File: src/rtl/serial_frame_ctrl_if.sv
// Host/shifter bundle for serial_frame_ctrl.
// The hold signal exists only when SERIAL_HOLD_EN is defined.
interface serial_frame_ctrl_if;
  logic [47:0] frame;
  logic        start;
`ifdef SERIAL_HOLD_EN
  logic        hold;
`endif
  logic [7:0]  data;
  logic [2:0]  sel;
  logic        get;
  logic        send;
  logic        busy;
  logic        done;

`ifdef SERIAL_HOLD_EN
  modport master (output frame, start, hold,
                  input  data, sel, get, send, busy, done);
  modport slave  (input  frame, start, hold,
                  output data, sel, get, send, busy, done);
`else
  modport master (output frame, start,
                  input  data, sel, get, send, busy, done);
  modport slave  (input  frame, start,
                  output data, sel, get, send, busy, done);
`endif
endinterface

File: src/rtl/serial_frame_ctrl.sv
// Upstream sequencer for the 48-bit serial shifter: latches a 6-byte frame,
// writes it byte by byte (get/sel/data), then paces 48 send strobes at the
// bit rate. Optional bit-pacing pause via hold when SERIAL_HOLD_EN is defined.
//
// state | meaning
// IDLE  | waiting for start, frame input sampled here only
// LOAD  | one get per cycle, sel 0..5
// SHIFT | baud pacing, one send per BAUD_DIV cycles, 48 sends
// DONE  | single-cycle done pulse
module serial_frame_ctrl #(
  parameter int BAUD_DIV  = 434,
  parameter int NUM_BYTES = 6
) (
  input  logic                clk,
  input  logic                nRst,
  serial_frame_ctrl_if.slave  bus
);

  localparam int              BW        = $clog2(BAUD_DIV);
  localparam logic [BW-1:0]   BAUD_LAST = BW'(BAUD_DIV - 1);
  localparam logic [2:0]      SEL_LAST  = 3'(NUM_BYTES - 1);
  localparam logic [5:0]      BIT_LAST  = 6'd47;

  typedef enum logic [1:0] {S_IDLE, S_LOAD, S_SHIFT, S_DONE} state_t;

  state_t          state, state_nxt;
  logic [47:0]     frame_q, frame_nxt;
  logic [2:0]      idx, idx_nxt;
  logic [BW-1:0]   baud_cnt, baud_nxt;
  logic [5:0]      bit_cnt, bit_nxt;
  logic            freeze;

  logic [7:0]      data_nxt;
  logic [2:0]      sel_nxt;
  logic            get_nxt, send_nxt, busy_nxt, done_nxt;

`ifdef SERIAL_HOLD_EN
  assign freeze = bus.hold;
`else
  assign freeze = 1'b0;
`endif

  // State, counters and all outputs are registered together.
  always_ff @(posedge clk or negedge nRst) begin
    if (!nRst) begin
      state    <= S_IDLE;
      frame_q  <= '0;
      idx      <= '0;
      baud_cnt <= '0;
      bit_cnt  <= '0;
      bus.data <= '0;
      bus.sel  <= '0;
      bus.get  <= 1'b0;
      bus.send <= 1'b0;
      bus.busy <= 1'b0;
      bus.done <= 1'b0;
    end else begin
      state    <= state_nxt;
      frame_q  <= frame_nxt;
      idx      <= idx_nxt;
      baud_cnt <= baud_nxt;
      bit_cnt  <= bit_nxt;
      bus.data <= data_nxt;
      bus.sel  <= sel_nxt;
      bus.get  <= get_nxt;
      bus.send <= send_nxt;
      bus.busy <= busy_nxt;
      bus.done <= done_nxt;
    end
  end

  // Next state and counter updates.
  always_comb begin
    state_nxt = state;
    frame_nxt = frame_q;
    idx_nxt   = idx;
    baud_nxt  = baud_cnt;
    bit_nxt   = bit_cnt;
    case (state)
      S_IDLE: begin
        if (bus.start) begin
          frame_nxt = bus.frame;
          idx_nxt   = '0;
          baud_nxt  = '0;
          bit_nxt   = '0;
          state_nxt = S_LOAD;
        end
      end
      S_LOAD: begin
        if (idx == SEL_LAST) begin
          idx_nxt   = '0;
          baud_nxt  = '0;
          bit_nxt   = '0;
          state_nxt = S_SHIFT;
        end else begin
          idx_nxt = idx + 3'd1;
        end
      end
      S_SHIFT: begin
        // A frozen counter sitting at BAUD_LAST has already emitted its send;
        // it wraps once hold drops, stretching that bit period.
        if (!freeze) begin
          if (baud_cnt == BAUD_LAST) begin
            baud_nxt = '0;
            if (bit_cnt == BIT_LAST) begin
              bit_nxt   = '0;
              state_nxt = S_DONE;
            end else begin
              bit_nxt = bit_cnt + 6'd1;
            end
          end else begin
            baud_nxt = baud_cnt + BW'(1);
          end
        end
      end
      S_DONE: state_nxt = S_IDLE;
      default: state_nxt = S_IDLE;
    endcase
  end

  // Output values for the next cycle, derived from next state and counters.
  always_comb begin
    get_nxt  = (state_nxt == S_LOAD);
    sel_nxt  = get_nxt ? idx_nxt : 3'd0;
    data_nxt = get_nxt ? frame_nxt[{idx_nxt, 3'b000} +: 8] : 8'd0;
    send_nxt = (state_nxt == S_SHIFT) && !freeze && (baud_nxt == BAUD_LAST);
    busy_nxt = (state_nxt != S_IDLE);
    done_nxt = (state_nxt == S_DONE);
  end

endmodule

File: src/flat_wrapper.sv
// flat-port wrapper written by rule: the top's interface ports become plain ports
module serial_frame_ctrl_flat 
#(
  parameter int BAUD_DIV  = 434,
  parameter int NUM_BYTES = 6
)
  (clk, nRst, bus_frame, bus_start, bus_data, bus_sel, bus_get, bus_send, bus_busy, bus_done);
  serial_frame_ctrl_if bus_i ();
  input  logic clk;
  input  logic nRst;
  input wire logic [$bits(bus_i.frame)-1:0] bus_frame;
  input wire logic [$bits(bus_i.start)-1:0] bus_start;
  output wire logic [$bits(bus_i.data)-1:0] bus_data;
  output wire logic [$bits(bus_i.sel)-1:0] bus_sel;
  output wire logic [$bits(bus_i.get)-1:0] bus_get;
  output wire logic [$bits(bus_i.send)-1:0] bus_send;
  output wire logic [$bits(bus_i.busy)-1:0] bus_busy;
  output wire logic [$bits(bus_i.done)-1:0] bus_done;
  assign bus_i.frame = bus_frame;
  assign bus_i.start = bus_start;
  assign bus_data = bus_i.data;
  assign bus_sel = bus_i.sel;
  assign bus_get = bus_i.get;
  assign bus_send = bus_i.send;
  assign bus_busy = bus_i.busy;
  assign bus_done = bus_i.done;
  serial_frame_ctrl #(.BAUD_DIV(BAUD_DIV), .NUM_BYTES(NUM_BYTES)) u_core (.clk(clk), .nRst(nRst), .bus(bus_i));
endmodule
File: config.mk
export PLATFORM = sky130hd
export DESIGN_NAME = serial_frame_ctrl_flat
export DESIGN_NICKNAME = d
export VERILOG_FILES = /design/src/rtl/serial_frame_ctrl_if.sv /design/src/rtl/serial_frame_ctrl.sv /design/src/flat_wrapper.sv
export SDC_FILE = /design/constraint.sdc
export NUM_CORES = 1
export LEC_CHECK = 0
export ABC_CLOCK_PERIOD_IN_PS = 2410
export CAP_MARGIN = 25
export CORE_UTILIZATION = 40
export DETAILED_ROUTE_END_ITERATION = 6
export GPL_TIMING_DRIVEN = 0
export SLEW_MARGIN = 0
export SYNTH_ARGS = -nofsm -noshare
export SYNTH_HDL_FRONTEND = slang
export SYNTH_SLANG_ARGS = --single-unit
File: constraint.sdc
create_clock -name clk -period 2.41 [get_ports clk]
set_input_delay 0.3615 -clock clk [delete_from_list [all_inputs] [get_ports clk]]
set_output_delay 0.3615 -clock clk [all_outputs]
set_load 0.005 [all_outputs]
Word level (Yosys, flattened, before mapping)
Index checks and enable logic that the tools add are counted.

Add/subtract/negate cells: 3. Multiply operators: 0. Div/mod/pow operators: 0. $lt $le $gt $ge: 0. Eq/ne operators: 13. Shift-type cells: 1. Muxes and demuxes: 21. Bitwise gates (word level): 0. Reductions and logical operators: 5.

Operators by type and width (count): 2-to-1 mux 48 bit (2); indexed part select 48 x 7 -> 8 bit (1); 2-to-1 mux 9 bit (3); one-hot mux 9 bit (3 select lines) (1); 2-to-1 mux 6 bit (4); equality test 9 bit, second input constant (2); one-hot mux 6 bit (3 select lines) (1); adder 9 x 1 -> 9 bit, second input constant (1); 2-to-1 mux 3 bit (3); equality test 2 bit, second input constant (4); 2-to-1 mux 2 bit (4); 2-to-1 mux 8 bit (1); one-hot mux 2 bit (4 select lines) (1); adder 6 x 1 -> 6 bit, second input constant (1); equality test 6 bit, second input constant (1); one-hot mux 3 bit (2 select lines) (1); equality test 2 x 1 -> 1 bit, second input constant (2); inequality test 2 x 1 -> 1 bit, second input constant (2); AND reduction 4 bit (1); adder 3 x 1 -> 3 bit, second input constant (1); equality test 3 bit, second input constant (1); nonzero test 3 bit (1); logical NOT 2 bit (1); inequality test 2 bit, second input constant (1); other kinds (2) (2).

Register bits after elaboration: 83. Bits in latches: 0. RAM bits: 0. Bits in read-only memories: 0. Output and inout port bits: 15. Logic and storage cells: 54. Memories: 0.

Depth between registers and ports, before layout
Word-level depth: 6. Gate-level depth with buffers: 8.

Worst setup path before layout
Ideal clock, no wire load.

Kind: register -> register. Start point: register u_core.state[1]. End point: register u_core.bus.data[0]. Setup time: 0.130 ns. Arrival time: 1.665 ns. Required time: 2.280 ns. Path slack: 0.615 ns. Stages on the path, launching flop included: 7. Period minus slack after synthesis: 1.795 ns. Cell sequence: dfrtp_1 -> nor3b_1 -> buf_2 -> mux2_2 -> or2_2 -> o211ai_1 -> nand3_1.

RTL lines: start, declared (RTL line serial_frame_ctrl.sv:26) `state_t state, state_nxt;`; start signal, assigned (RTL line serial_frame_ctrl.sv:58) `state <= state_nxt;`; logical NOT 2 bit (RTL line serial_frame_ctrl.sv:79) `case (state)`; 2-to-1 mux 48 bit (RTL line serial_frame_ctrl.sv:79); named net u_core.frame_nxt[40] (RTL line serial_frame_ctrl.sv:27) `logic [47:0] frame_q, frame_nxt;`; indexed part select 48 x 7 -> 8 bit (RTL line serial_frame_ctrl.sv:125) `data_nxt = get_nxt ? frame_nxt[{idx_nxt, 3'b000} +: 8] : 8'd0;`; 2-to-1 mux 8 bit (RTL line serial_frame_ctrl.sv:125); named net u_core.data_nxt[0] (RTL line serial_frame_ctrl.sv:33) `logic [7:0] data_nxt;`; end signal, assigned (RTL line serial_frame_ctrl.sv:63) `bus.data <= data_nxt;`; end, declared (RTL line serial_frame_ctrl_if.sv:25) `output data, sel, get, send, busy, done);`.

The timed path passes the listed nets, and every way through them passes these cells. A chain may end at the register's enable or synchronous reset.

Worst setup path in the final report
Start point: input port bus_start. End point: register u_core.bus.data[0].

Word-level cells in the longest chain between the ends: 4.

RTL lines: start, declared (RTL line flat_wrapper.sv:12) `input wire logic [$bits(bus_i.start)-1:0] bus_start;`; 2-to-1 mux 48 bit (RTL line serial_frame_ctrl.sv:81) `if (bus.start) begin`; 2-to-1 mux 48 bit (RTL line serial_frame_ctrl.sv:79); named net u_core.frame_nxt[0] (RTL line serial_frame_ctrl.sv:27); indexed part select 48 x 7 -> 8 bit (RTL line serial_frame_ctrl.sv:125); 2-to-1 mux 8 bit (RTL line serial_frame_ctrl.sv:125); named net u_core.data_nxt[0] (RTL line serial_frame_ctrl.sv:33).

The timed path passes the listed nets, and every way through them passes these cells.

==> flow_summary.ini <==
[logic_synthesis]
postSynthCellCount = 327
synth_edf_count = 0
yosysWarnings = 0
synthFlopType = dfrtp_1
ys_types = 59
syn_avg_cell_area_sq_um = 12.1
syn_nets = 381
synthArstFlopShare = 1.00
syn_area_sq_mm = 0.00394
synth-seq-cells = 83
synth-seq-area-share = 0.527

[power]
p_leak_uw = 0.00205
internal_power_uw = 3730
pwr-share-clk = 0.196
cellPowerDensity_mw_per_mm2 = 1120
seqPwrFrac = 0.376
p_sw_frac = 0.334
p_sw_uw = 1870
combPwrFrac = 0.428
ir_worst_vdd_mv = 0.481
p_total_uw = 5590

[timing]
rsz0062_at_grt = false
hold_viol = 0
timing.clock.skew_ns = 0.0116
fmax_mhz = 455
timing.final.crit_period_ns = 2.20
finalCritPeriodShare = 0.913
setup_ws_ns = 0.211
tightest_slew_ns = 0.870
slew_headroom = 0.417
setup_viol = 0
drv_slew = 0

[layout]
layout.cells.non_filler = 539
multi_input_comb_area_sq_mm = 0.00172
antenna_cells = 0
ff_latch_area_sq_mm = 0.00208
nNetsFinal = 459
layout-drive-gt1-share = 0.278
area_growth_pct = 27.1
stdcell_area_sq_mm = 0.00501
final_common_cell = dfrtp_1
final_cell_mix = dfrtp_1 (83), clkdlybuf4s50_1 (64), mux2_2 (48)
nFillCells = 853

[place]
hpwl_um = 6390
pre_cts_slack_ns = -0.317
dp_cells = 522
place.gp.congestion = 0.811
portBuffers = 65
placed_area_sq_mm = 0.00478

[grt]
grt_max_degree = 48
grt_pass1_vias = 2897
antenna_found_initial = 0
grt_pass1_wl_um = 14900
grt-ovfl-total = 0
grt_usage = 0.193

[floorplan]
chipWidth_um = 101
start_util = 0.419
coreArea_sq_mm = 0.00942
rows = 35
pin_count = 66
die-area_sq_mm = 0.0103
die_y_um = 101

[clock_network]
cts_sinks = 83
post-cts-setup-buffers = 0
cts_tree = yes
numCtsBuffers = 9
cts_max_path_buffers = 2
clockRootBuffer = clkbuf_8
cts_max_level = 3
clkTransAtPathRegs_ns = 0.09
clk_latency_ns = 0.35

[hold_path]
hp-start = u_core.frame_q[25]
hp-class = reg2reg
hold_depth = 1
min_to = u_core.frame_q[25]

[run_status]
status = finished clean

[detailed_routing]
wire_per_inst_um = 16.9
drtIter0Drc = 142
routed_wl_um = 9130
route.antenna.remaining_nets = 0
first_pass_iters = 4
via_count = 2852
viasPerCell = 5.29
drc_errors = 0

[critical_path]
start_kind = primary input
crit_type = in2reg
cp-end-kind = flop
cp_max_fo = 10
arrival_ns = 2.43
r2r_start = u_core.state[1]
r2r_slack_ns = 0.24
r2r_cells = 7
crit_required_ns = 2.64
rr_endpoint = u_core.bus.data[7]

[flow_run]
max_cap_violations = 0
[cells in the mapped netlist, types with 2 or more instances]
cell,count,area [sq um]
buf_6,5,56.3
nor3b_1,2,15.0
a21o_1,3,22.5
o31ai_1,3,22.5
buf_2,7,35.0
and3_1,3,18.8
nand2_1,8,30.0
mux2_2,48,541
or3_1,3,18.8
nand4_1,2,12.5
buf_4,3,22.5
o211ai_1,24,180
ha_1,3,37.5
nand4b_1,3,26.3
nor2b_1,5,31.3
inv_1,6,22.5
o21ai_1,2,10.0
nor3_1,2,10.0
a31oi_1,4,25.0
dfrtp_1,83,2080
nand2b_1,6,37.5
a21oi_1,3,15.0
o21ai_0,16,80.1
clkbuf_2,2,10.0
or2_1,3,18.8
nor2_1,10,37.5
or2_2,21,131
nand3_1,16,80.1
[state kept, by name (all words and copies together) (netlist names), 2 cells and up]
signal / flops
u_core.bus.sel: 3
u_core.state: 2
u_core.bus.data: 8
u_core.idx: 3
u_core.baud_cnt: 9
u_core.bit_cnt: 6
u_core.frame_q: 48
[worst max-delay path, stage by stage]
cell and delay [ns]:
clkdlybuf4s50_1 0.55, nor3b_2 0.24, clkbuf_4 0.27, buf_4 0.23, mux2_2 0.37, o211ai_1 0.28, nand3_1 0.13
[power groups by stage]
stage          Sequential [uW]  Clock (uW)  Combinational, uW
2_1_floorplan             2100           0               1630
3_3_place_gp              2120           0               2350
3_5_place_dp              2140           0               2380
4_1_cts                   2110        1130               2400
5_1_grt                   2160        1180               2620
6_report                  2110        1090               2390
[metrics by stage]
stage	hold slack, ns	util	TNS (ns)
after CTS	0.498	0.532	0
after global placement	0.467	0.505	-170.22
after floorplan	0.0659	-	0
after detailed placement	0.365	0.508	-1.85
after global routing	0.511	0.532	0
final	0.497	0.532	0
[worst max path at each step]
stage,to,startpoint,slack [ns]
2_1_floorplan,u_core.bus.data[0],u_core.state[1],0.61
3_3_place_gp,u_core.baud_cnt[5],nRst,-2.03
3_5_place_dp,u_core.bus.data[0],bus_start,-0.32
4_1_cts,u_core.bus.data[0],bus_start,0.06
5_1_grt,u_core.bus.data[7],u_core.state[1],0.10
6_report,u_core.bus.data[0],bus_start,0.21
[routing by layer]
layer	vias up	track usage	routed length, um
li1	1359	-	-
met2	72	0.290	3980
met4	0	0.0658	182
met3	15	0.0469	400
met1	1406	0.272	4560
met5	-	0	0
[logic make-up (layout without fill, tap and decap cells)]
| group | count (synthesis) | after routing | synth area share |
|---|---|---|---|
| buffers and inverters | 23 | 106 | 0.0371 |
| muxes | 49 | 49 | 0.140 |
| adders and majority gates | 3 | 3 | 0.00952 |
| xor gates and xnor gates | 1 | 1 | 0.00222 |
| and+or+nand+nor | 97 | 97 | 0.156 |
| AOI/OAI and AO/OA | 71 | 71 | 0.129 |
| DFF | 83 | 83 | 0.527 |
[timing repair]
item                       4_1_cts  5_1_grt
hold buffers                     1        0
setup endpoints to repair        0        2
resized for setup                0        2
hold endpoints to repair        36        0
[final cells by class]
class | count | share of cell area
flip-flops and latches | 83 | 0.414
multi-input cells | 221 | 0.344
repair buffers | 67 | 0.137
well taps | 129 | 0.0322
clock buffers | 10 | 0.0255
plain buffers | 17 | 0.0252
clock inverters | 6 | 0.0175
inverters | 6 | 0.00449
Power figures use the tool's default switching activity.
